$ cat src/rtl/wb_trace_pkg.sv
// Shared constants for the Wishbone trace monitor: register map, CTRL/STATUS
// bit positions and the trace record layout {ch, we, ts, adr}.
package wb_trace_pkg;

  // Word index as decoded from wb_adr_i[4:2]
  localparam logic [2:0] REG_CTRL      = 3'd0;
  localparam logic [2:0] REG_STATUS    = 3'd1;
  localparam logic [2:0] REG_MATCH     = 3'd2;
  localparam logic [2:0] REG_MASK      = 3'd3;
  localparam logic [2:0] REG_HEAD_ADR  = 3'd4;
  localparam logic [2:0] REG_HEAD_INFO = 3'd5;
  localparam logic [2:0] REG_POP       = 3'd6;
  localparam logic [2:0] REG_DROP      = 3'd7;

  localparam int CTRL_EN_LSB     = 0;
  localparam int CTRL_EN_W       = 4;
  localparam int CTRL_MODE_BIT   = 4;
  localparam int CTRL_THRESH_LSB = 8;
  localparam int CTRL_THRESH_W   = 8;

  localparam int STATUS_COUNT_LSB = 0;
  localparam int STATUS_COUNT_W   = 9;
  localparam int STATUS_EMPTY_BIT = 16;
  localparam int STATUS_FULL_BIT  = 17;
  localparam int STATUS_OVF_BIT   = 31;

  localparam int INFO_WE_BIT = 29;
  localparam int INFO_CH_LSB = 30;

  localparam int CH_W       = 2;
  localparam int ADR_W      = 32;
  localparam int REC_BASE_W = CH_W + 1 + ADR_W;  // add TS_W for the full record

  typedef struct packed {
    logic [CTRL_THRESH_W-1:0] thresh;
    logic                     mode;
    logic [CTRL_EN_W-1:0]     en;
  } ctrl_t;

endpackage

$ cat src/rtl/wb_trace_monitor_if.sv
// Bundles the snooped master buses and the register slave port of the monitor.
// Slave handshake: an access starts when wb_stb_i & wb_cyc_i are high while
// wb_ack_o is low; wb_ack_o answers for exactly one cycle on the next cycle.
interface wb_trace_monitor_if #(
  parameter int NCH = 2
);
  logic [NCH-1:0]    mon_cyc;
  logic [NCH-1:0]    mon_stb;
  logic [NCH-1:0]    mon_ack;
  logic [NCH-1:0]    mon_we;
  logic [32*NCH-1:0] mon_adr;

  logic              wb_stb_i;
  logic              wb_cyc_i;
  logic              wb_we_i;
  logic [31:0]       wb_adr_i;
  logic [31:0]       wb_dat_i;
  logic [3:0]        wb_sel_i;
  logic [31:0]       wb_dat_o;
  logic              wb_ack_o;
  logic              irq;

  modport master (
    output mon_cyc, mon_stb, mon_ack, mon_we, mon_adr,
    output wb_stb_i, wb_cyc_i, wb_we_i, wb_adr_i, wb_dat_i, wb_sel_i,
    input  wb_dat_o, wb_ack_o, irq
  );

  modport slave (
    input  mon_cyc, mon_stb, mon_ack, mon_we, mon_adr,
    input  wb_stb_i, wb_cyc_i, wb_we_i, wb_adr_i, wb_dat_i, wb_sel_i,
    output wb_dat_o, wb_ack_o, irq
  );
endinterface

$ cat src/rtl/trace_fifo.sv
// Power-of-two FIFO with an optional overwrite-oldest mode when full.
// A read on an empty FIFO is ignored; read-and-write when full never overwrites.
module trace_fifo #(
  parameter int DEPTH = 16,
  parameter int W     = 8
) (
  input  logic                   clk,
  input  logic                   reset,
  input  logic                   wr_en,
  input  logic [W-1:0]           wr_data,
  input  logic                   rd_en,
  input  logic                   overwrite,
  output logic [W-1:0]           rd_data,
  output logic [$clog2(DEPTH):0] count,
  output logic                   full,
  output logic                   empty
);
  localparam int AW = $clog2(DEPTH);

  logic [W-1:0]  mem [DEPTH];
  logic [AW-1:0] wp;
  logic [AW-1:0] rp;
  logic          do_rd;
  logic          do_wr;
  logic          drop_old;

  assign empty    = (count == '0);
  assign full     = (count == (AW+1)'(DEPTH));
  assign do_rd    = rd_en & ~empty;
  assign do_wr    = wr_en & (~full | do_rd | overwrite);
  // Overwrite: the write lands on the oldest slot, so the read side skips it.
  assign drop_old = do_wr & full & ~do_rd;
  assign rd_data  = mem[rp];

  always_ff @(posedge clk) begin
    if (do_wr) mem[wp] <= wr_data;
  end

  always_ff @(posedge clk or posedge reset) begin
    if (reset) begin
      wp    <= '0;
      rp    <= '0;
      count <= '0;
    end else begin
      if (do_wr) wp <= wp + 1'b1;
      if (do_rd | drop_old) rp <= rp + 1'b1;
      if (do_wr & ~(do_rd | drop_old)) count <= count + 1'b1;
      else if (~do_wr & do_rd)         count <= count - 1'b1;
    end
  end
endmodule

$ cat src/rtl/wb_trace_monitor.sv
// Snoops NCH Wishbone masters, filters completed transfers by address and
// channel, and stores timestamped records in a FIFO drained via a slave port.
module wb_trace_monitor
  import wb_trace_pkg::*;
#(
  parameter int NCH   = 2,
  parameter int DEPTH = 16,
  parameter int TS_W  = 16
) (
  input  logic              clk,
  input  logic              reset,
  wb_trace_monitor_if.slave bus
);
  localparam int RW = REC_BASE_W + TS_W;
  localparam int CW = $clog2(DEPTH) + 1;

  ctrl_t            ctrl;
  logic [31:0]      match;
  logic [31:0]      mask;
  logic [15:0]      drop;
  logic             ovf;
  logic [TS_W-1:0]  ts;
  logic             ack;
  logic [31:0]      dat;

  logic [NCH-1:0]   hit;
  logic             any_hit;
  logic [CH_W-1:0]  sel;
  logic [2:0]       n_hits;
  logic [31:0]      sel_adr;
  logic             sel_we;

  logic [RW-1:0]    head;
  logic [CW-1:0]    count;
  logic [8:0]       count9;
  logic             full;
  logic             empty;

  logic             acc;
  logic             wr;
  logic [2:0]       idx;
  logic             pop;
  logic             do_pop;
  logic             discard;
  logic             set_ovf;
  logic [2:0]       drop_inc;
  logic [16:0]      drop_sum;
  logic [15:0]      drop_sat;
  logic [31:0]      rdata;
  logic             unused_bits;

  assign unused_bits = ^{bus.wb_adr_i[31:5], bus.wb_adr_i[1:0], bus.wb_sel_i};

  // Descending scan so the lowest-index hit is the one left in sel.
  always_comb begin
    hit     = '0;
    sel     = '0;
    n_hits  = '0;
    sel_adr = '0;
    sel_we  = 1'b0;
    for (int i = NCH - 1; i >= 0; i--) begin
      hit[i] = bus.mon_cyc[i] & bus.mon_stb[i] & bus.mon_ack[i] & ctrl.en[i] &
               ((bus.mon_adr[32*i +: 32] & mask) == (match & mask));
      if (hit[i]) begin
        sel     = CH_W'(i);
        sel_adr = bus.mon_adr[32*i +: 32];
        sel_we  = bus.mon_we[i];
        n_hits  = n_hits + 3'd1;
      end
    end
  end

  assign any_hit = |hit;
  assign acc     = bus.wb_stb_i & bus.wb_cyc_i & ~ack;
  assign wr      = acc & bus.wb_we_i;
  assign idx     = bus.wb_adr_i[4:2];
  assign pop     = wr && (idx == REG_POP);
  assign do_pop  = pop & ~empty;
  assign count9  = 9'(count);

  assign set_ovf  = any_hit & full & ~do_pop;
  assign discard  = set_ovf & ~ctrl.mode;
  assign drop_inc = (any_hit ? n_hits - 3'd1 : 3'd0) + {2'b00, discard};
  assign drop_sum = {1'b0, drop} + 17'(drop_inc);
  assign drop_sat = drop_sum[16] ? 16'hFFFF : drop_sum[15:0];

  trace_fifo #(.DEPTH(DEPTH), .W(RW)) u_fifo (
    .clk       (clk),
    .reset     (reset),
    .wr_en     (any_hit),
    .wr_data   ({sel, sel_we, ts, sel_adr}),
    .rd_en     (pop),
    .overwrite (ctrl.mode),
    .rd_data   (head),
    .count     (count),
    .full      (full),
    .empty     (empty)
  );

  always_comb begin
    rdata = '0;
    case (idx)
      REG_CTRL:   rdata = {16'd0, ctrl.thresh, 3'd0, ctrl.mode, ctrl.en};
      REG_STATUS: begin
        rdata[STATUS_COUNT_LSB +: STATUS_COUNT_W] = count9;
        rdata[STATUS_EMPTY_BIT] = empty;
        rdata[STATUS_FULL_BIT]  = full;
        rdata[STATUS_OVF_BIT]   = ovf;
      end
      REG_MATCH:  rdata = match;
      REG_MASK:   rdata = mask;
      REG_HEAD_ADR: begin
        if (!empty) rdata = head[ADR_W-1:0];
      end
      REG_HEAD_INFO: begin
        if (!empty) begin
          rdata[TS_W-1:0]               = head[ADR_W +: TS_W];
          rdata[INFO_WE_BIT]            = head[ADR_W + TS_W];
          rdata[INFO_CH_LSB +: CH_W]    = head[RW-1 -: CH_W];
        end
      end
      REG_DROP:   rdata = {16'd0, drop};
      default:    rdata = '0;
    endcase
  end

  always_ff @(posedge clk or posedge reset) begin
    if (reset) begin
      ctrl  <= '0;
      match <= '0;
      mask  <= '0;
      drop  <= '0;
      ovf   <= 1'b0;
      ts    <= '0;
      ack   <= 1'b0;
      dat   <= '0;
    end else begin
      ack <= acc;
      dat <= (acc & ~bus.wb_we_i) ? rdata : '0;
      if (wr) begin
        case (idx)
          REG_CTRL: begin
            ctrl.en     <= bus.wb_dat_i[CTRL_EN_LSB +: CTRL_EN_W];
            ctrl.mode   <= bus.wb_dat_i[CTRL_MODE_BIT];
            ctrl.thresh <= bus.wb_dat_i[CTRL_THRESH_LSB +: CTRL_THRESH_W];
          end
          REG_MATCH: match <= bus.wb_dat_i;
          REG_MASK:  mask  <= bus.wb_dat_i;
          default:   ;
        endcase
      end
      // A loss in the same cycle as a clear keeps the flag set.
      if (set_ovf) ovf <= 1'b1;
      else if (wr && idx == REG_STATUS && bus.wb_dat_i[STATUS_OVF_BIT]) ovf <= 1'b0;
      if (wr && idx == REG_DROP) drop <= '0;
      else                       drop <= drop_sat;
      if (|ctrl.en) ts <= ts + 1'b1;
    end
  end

  // thresh=0 means the interrupt is disabled rather than permanently asserted.
  assign bus.irq      = (ctrl.thresh != 8'd0) && (count9 >= {1'b0, ctrl.thresh});
  assign bus.wb_ack_o = ack;
  assign bus.wb_dat_o = dat;
endmodule

$ cat src/flat_wrapper.sv
// flat-port wrapper written by rule: the top's interface ports become plain ports
module wb_trace_monitor_flat import wb_trace_pkg::*;
#(
  parameter int NCH   = 2,
  parameter int DEPTH = 16,
  parameter int TS_W  = 16
)
  (clk, reset, bus_mon_cyc, bus_mon_stb, bus_mon_ack, bus_mon_we, bus_mon_adr, bus_wb_stb_i, bus_wb_cyc_i, bus_wb_we_i, bus_wb_adr_i, bus_wb_dat_i, bus_wb_sel_i, bus_wb_dat_o, bus_wb_ack_o, bus_irq);
  wb_trace_monitor_if #(.NCH(NCH)) bus_i ();
  input  logic clk;
  input  logic reset;
  input wire logic [$bits(bus_i.mon_cyc)-1:0] bus_mon_cyc;
  input wire logic [$bits(bus_i.mon_stb)-1:0] bus_mon_stb;
  input wire logic [$bits(bus_i.mon_ack)-1:0] bus_mon_ack;
  input wire logic [$bits(bus_i.mon_we)-1:0] bus_mon_we;
  input wire logic [$bits(bus_i.mon_adr)-1:0] bus_mon_adr;
  input wire logic [$bits(bus_i.wb_stb_i)-1:0] bus_wb_stb_i;
  input wire logic [$bits(bus_i.wb_cyc_i)-1:0] bus_wb_cyc_i;
  input wire logic [$bits(bus_i.wb_we_i)-1:0] bus_wb_we_i;
  input wire logic [$bits(bus_i.wb_adr_i)-1:0] bus_wb_adr_i;
  input wire logic [$bits(bus_i.wb_dat_i)-1:0] bus_wb_dat_i;
  input wire logic [$bits(bus_i.wb_sel_i)-1:0] bus_wb_sel_i;
  output wire logic [$bits(bus_i.wb_dat_o)-1:0] bus_wb_dat_o;
  output wire logic [$bits(bus_i.wb_ack_o)-1:0] bus_wb_ack_o;
  output wire logic [$bits(bus_i.irq)-1:0] bus_irq;
  assign bus_i.mon_cyc = bus_mon_cyc;
  assign bus_i.mon_stb = bus_mon_stb;
  assign bus_i.mon_ack = bus_mon_ack;
  assign bus_i.mon_we = bus_mon_we;
  assign bus_i.mon_adr = bus_mon_adr;
  assign bus_i.wb_stb_i = bus_wb_stb_i;
  assign bus_i.wb_cyc_i = bus_wb_cyc_i;
  assign bus_i.wb_we_i = bus_wb_we_i;
  assign bus_i.wb_adr_i = bus_wb_adr_i;
  assign bus_i.wb_dat_i = bus_wb_dat_i;
  assign bus_i.wb_sel_i = bus_wb_sel_i;
  assign bus_wb_dat_o = bus_i.wb_dat_o;
  assign bus_wb_ack_o = bus_i.wb_ack_o;
  assign bus_irq = bus_i.irq;
  wb_trace_monitor #(.NCH(NCH), .DEPTH(DEPTH), .TS_W(TS_W)) u_core (.clk(clk), .reset(reset), .bus(bus_i));
endmodule
$ cat config.mk
export PLATFORM = sky130hd
export DESIGN_NAME = wb_trace_monitor_flat
export DESIGN_NICKNAME = d
export VERILOG_FILES = /design/src/rtl/wb_trace_pkg.sv /design/src/rtl/wb_trace_monitor_if.sv /design/src/rtl/trace_fifo.sv /design/src/rtl/wb_trace_monitor.sv /design/src/flat_wrapper.sv
export SDC_FILE = /design/constraint.sdc
export NUM_CORES = 1
export LEC_CHECK = 0
export CAP_MARGIN = 40
export CORE_MARGIN = 1
export CORE_UTILIZATION = 35
export CTS_BUF_LIST = sky130_fd_sc_hd__clkbuf_16
export DETAILED_ROUTE_END_ITERATION = 16
export PLACE_DENSITY = 0.56
export SETUP_SLACK_MARGIN = 0.02
export SYNTH_ARGS = -nofsm -noshare
export SYNTH_HDL_FRONTEND = slang
export SYNTH_SLANG_ARGS = --single-unit
$ cat constraint.sdc
create_clock -name clk -period 9.8 [get_ports clk]
set_input_delay 1.96 -clock clk [delete_from_list [all_inputs] [get_ports clk]]
set_output_delay 1.96 -clock clk [all_outputs]
set_load 0.05 [all_outputs]
==> results by group <==
Route
  • Via density per instance: around 5.6
  • Via count: around 23000
  • Number of DRC markers in iteration 0: 2599
  • Final wirelength: about 120 mm
  • Routed WL per cell: ~28 um
  • Number of detailed-route iterations in the first pass: 5
  • Residual antenna-violating net count after detailed routing: 0
  • Post-route DRC violation count: 0

Timing
  • Highest clock rate: approximately 0.14 GHz
  • Minimum setup slack in the final design: about 2.6 ns
  • Period minus WS final: between 7 and 8 ns
  • Number of hold-slack violations in the final timing report: 0
  • Final Cycle Share: ~73%
  • Worst Skew: between 0.02 and 0.03 ns
  • Max-slew violation count: 0
  • Final count of negative-setup-slack endpoints: 0
  • Fin Setup TNS: 0 ns
  • Transition at the pin with the smallest max-transition slack: slightly above 0.9 ns
  • Worst max-slew margin expressed relative to the limit: approximately two fifths
  • RSZ-0062 raised after global routing: no

Clock network
  • Clock transition time at the flip-flop clock pins of the worst setup and hold paths: 0.06 ns
  • Clock net sink count: 956
  • CTS Hold Buffers Added: 0
  • Worst-Skew Late Latency: approximately 0.66 ns
  • Number of instances resized during post-cts repair: 0
  • Level count of the clock H-tree: 3
  • Root buffer cell: clkbuf_16
  • CTS tree: built
  • Number of buffers on the longest clock path: 3
  • Number of CTS-inserted buffers: 99
  • Post-CTS Setup Repair Bufs: 0

Yosys
  • Proportion of synthesized chip area in sequential cells: between 70% and 80%
  • Synth top area cells: edfxtp_1, dfrtp_1, mux4_2
  • Area fraction of the dominant cell type after synthesis: ~61%
  • Average cell area after synthesis: between 15 and 20 um^2
  • Count of flip-flops with a built-in enable after synthesis: 800
  • Mapped cell area: between 30000 and 40000 um^2
  • Synth cell types: 64
  • Net count after synthesis: 2494
  • Proportion of register bits with asynchronous set or reset after synthesis: about 16%
  • Commonest register cell after synthesis: edfxtp_1
  • Synth area leader: edfxtp_1
  • Synth warn: 0
  • Gate Count Post-Synth: between 2000 and 2500
  • Dominant cell by count in the synthesized netlist: edfxtp_1
  • #FFs+latches synth: 956
  • Commonest cells in the netlist: edfxtp_1, dfrtp_1, mux4_2

Setup path
  • CP peak stage delay: 0.70 ns
  • Setup crit end kind: register
  • Worst setup path class: input pin to register
  • Endpoint arrival time on the critical path: 7.74 ns
  • Element type at the critical path start: input pin
  • Maximum fanout along the worst path: 35
  • List of cells traversed by the critical path: clkdlybuf4s50_1, nand3b_1, o221ai_1, a2111oi_0, and4b_2, buf_4, nand2_1, buf_4, nor2_1, ha_1, inv_1, ha_1, fa_1, nor2b_1, nor2_1, nor4_1, nand4_1, a21oi_1
  • Critical Path RT: 10.37 ns
  • Crit-path slowest cell: a2111oi_0

Place
  • Post-placement cell count: 3909
  • Worst setup timing slack at the placement stage: ~2.1 ns
  • Port Buffer Count: 145
  • HPWL reported at the end of detailed placement: slightly below 70 mm
  • Placed Instance Area: about 43000 um^2
  • Routability cong.: roughly 0.93

Pwr
  • Maximum vdd ir drop: about 0.00014 V
  • Total leakage power: around 17 nW
  • Cell Pwr Density: between 200 and 250 nW/um^2

Floorplanning
  • Die span in y: about 340 um
  • Placement row count: 123
  • Floorplan die area: 114000 um^2
  • Ports: roughly 180
  • Width of the die: 338 um
  • Total core area: between 100000 and 150000 um^2
  • Starting utilization of the core area: 35.2%

Cells and area
  • Total inserted antenna cells: 0
  • Proportion of layout cells with a drive suffix above 1: a little under a fifth
  • Count of filler cells inserted in the layout: between 10000 and 15000
  • Post-route standard cell area excluding fillers: about 46000 um^2
  • Non-filler instance count after layout: about 4100
  • Final Net Count: about 2700
  • Final cell utilization of the core: between 40% and 50%
  • Growth of design area from synthesis to finish: 16.8%

Global route
  • Initial antenna violation count: 3
  • Largest net degree at the start of global routing: 77
  • Gr ovfl total: 0
  • Number of global-route vias before repair: 22900
  • Wire length of the first global-routing pass: between 150 and 200 mm
  • GRT Total Usage: around 20%

Min path
  • Worst min-delay path category: register to register

Job
  • Max-Cap Viols: 0

Status
  • Outcome: complete, no violations
==> metrics by stage <==
stage / power (mW) / hold WS [ns]
finish: 9.90 / 0.499
floorplan: 5.89 / 0.465
global placement: 6.37 / 0.470
global route: 10.2 / 0.525
CTS: 9.96 / 0.498
detailed placement: 6.42 / 0.481
==> registers in the layout, indices dropped and copies added (netlist names) <==
| register | cells |
|---|---|
| u_core.bus.wb_ack_o | 1 |
| u_core.bus.wb_dat_o | 32 |
| u_core.ctrl | 13 |
| u_core.drop | 16 |
| u_core.mask | 32 |
| u_core.match | 32 |
| u_core.ovf | 1 |
| u_core.ts | 16 |
| u_core.u_fifo.count | 5 |
| u_core.u_fifo.mem | 800 |
| u_core.u_fifo.rp | 4 |
| u_core.u_fifo.wp | 4 |
==> critical path, delay by kind of cell <==
family / cells / cell delay (ns)
adders and majority gates: 3 / 0.91
AOI/OAI and AO/OA: 3 / 1.17
and+or+nand+nor: 8 / 2.33
buffers and inverters: 4 / 1.35
==> worst paths after layout <==
check / startpoint / endpoint / slack, ns / cells past startpoint
max reg2reg: u_core.ctrl[0] / u_core.drop[7] / 3.92 / 17
min in group asynchronous: reset / u_core.ts[3] / 1.85 / 2
max in group asynchronous: reset / u_core.bus.wb_dat_o[18] / 6.62 / 4
min reg2reg: u_core.bus.wb_ack_o / u_core.bus.wb_ack_o / 0.50 / 1
min: u_core.bus.wb_ack_o / u_core.bus.wb_ack_o / 0.50 / 1
max: bus_mon_adr[6] / u_core.drop[7] / 2.63 / 18
==> layout make-up <==
cell class,instances,area [um^2],area share [%]
clock inverter,85,536,1.16
timing repair buffer,209,2080,4.51
tap,1500,1880,4.06
inverter,32,125,0.271
clock buffer,102,2550,5.52
sequential,956,27900,60.5
multi-input combinational,1213,11100,24.0
==> cells by family after synthesis <==
kind of cell    count (synthesis)  share of synthesized area [%]
compound gates                364                           5.79
other cells                     1                        0.00947
simple gates                  370                           4.92
buf+inv                       159                           1.68
xor+xnor                       66                           1.46
fa+ha+maj                      21                          0.702
mux                           391                           14.9
flops                         956                           70.6
==> power by group <==
group          total [mW]  switching (mW)  internal (mW)
clock network        3.56            1.55           2.01
registers            4.78           0.252           4.52
logic                1.56           0.865          0.693
total                9.90            2.67           7.23
==> cell usage in the layout (no fill, tap or decap), drive strengths merged, types with 42 or more instances in the layout <==
master	count
inv	67
mux2	113
mux2i	131
a21oi	99
edfxtp	800
clkdlybuf4s50	143
a22oi	55
xor2	46
dfrtp	156
o21ai	104
buf	66
mux4	147
nor2	42
nand2	101
nand3	80
clkbuf	102
clkinv	43
==> layer usage <==
metal,part of all wire [%],vias up,global-route usage (%)
li1,-,9658,-
met1,43,12000,28.0
met2,48,948,32.2
met3,6.5,181,2.63
met4,2.5,2,5.57
met5,0.0095,-,0
No activity file was read; power rests on OpenSTA's default activity.
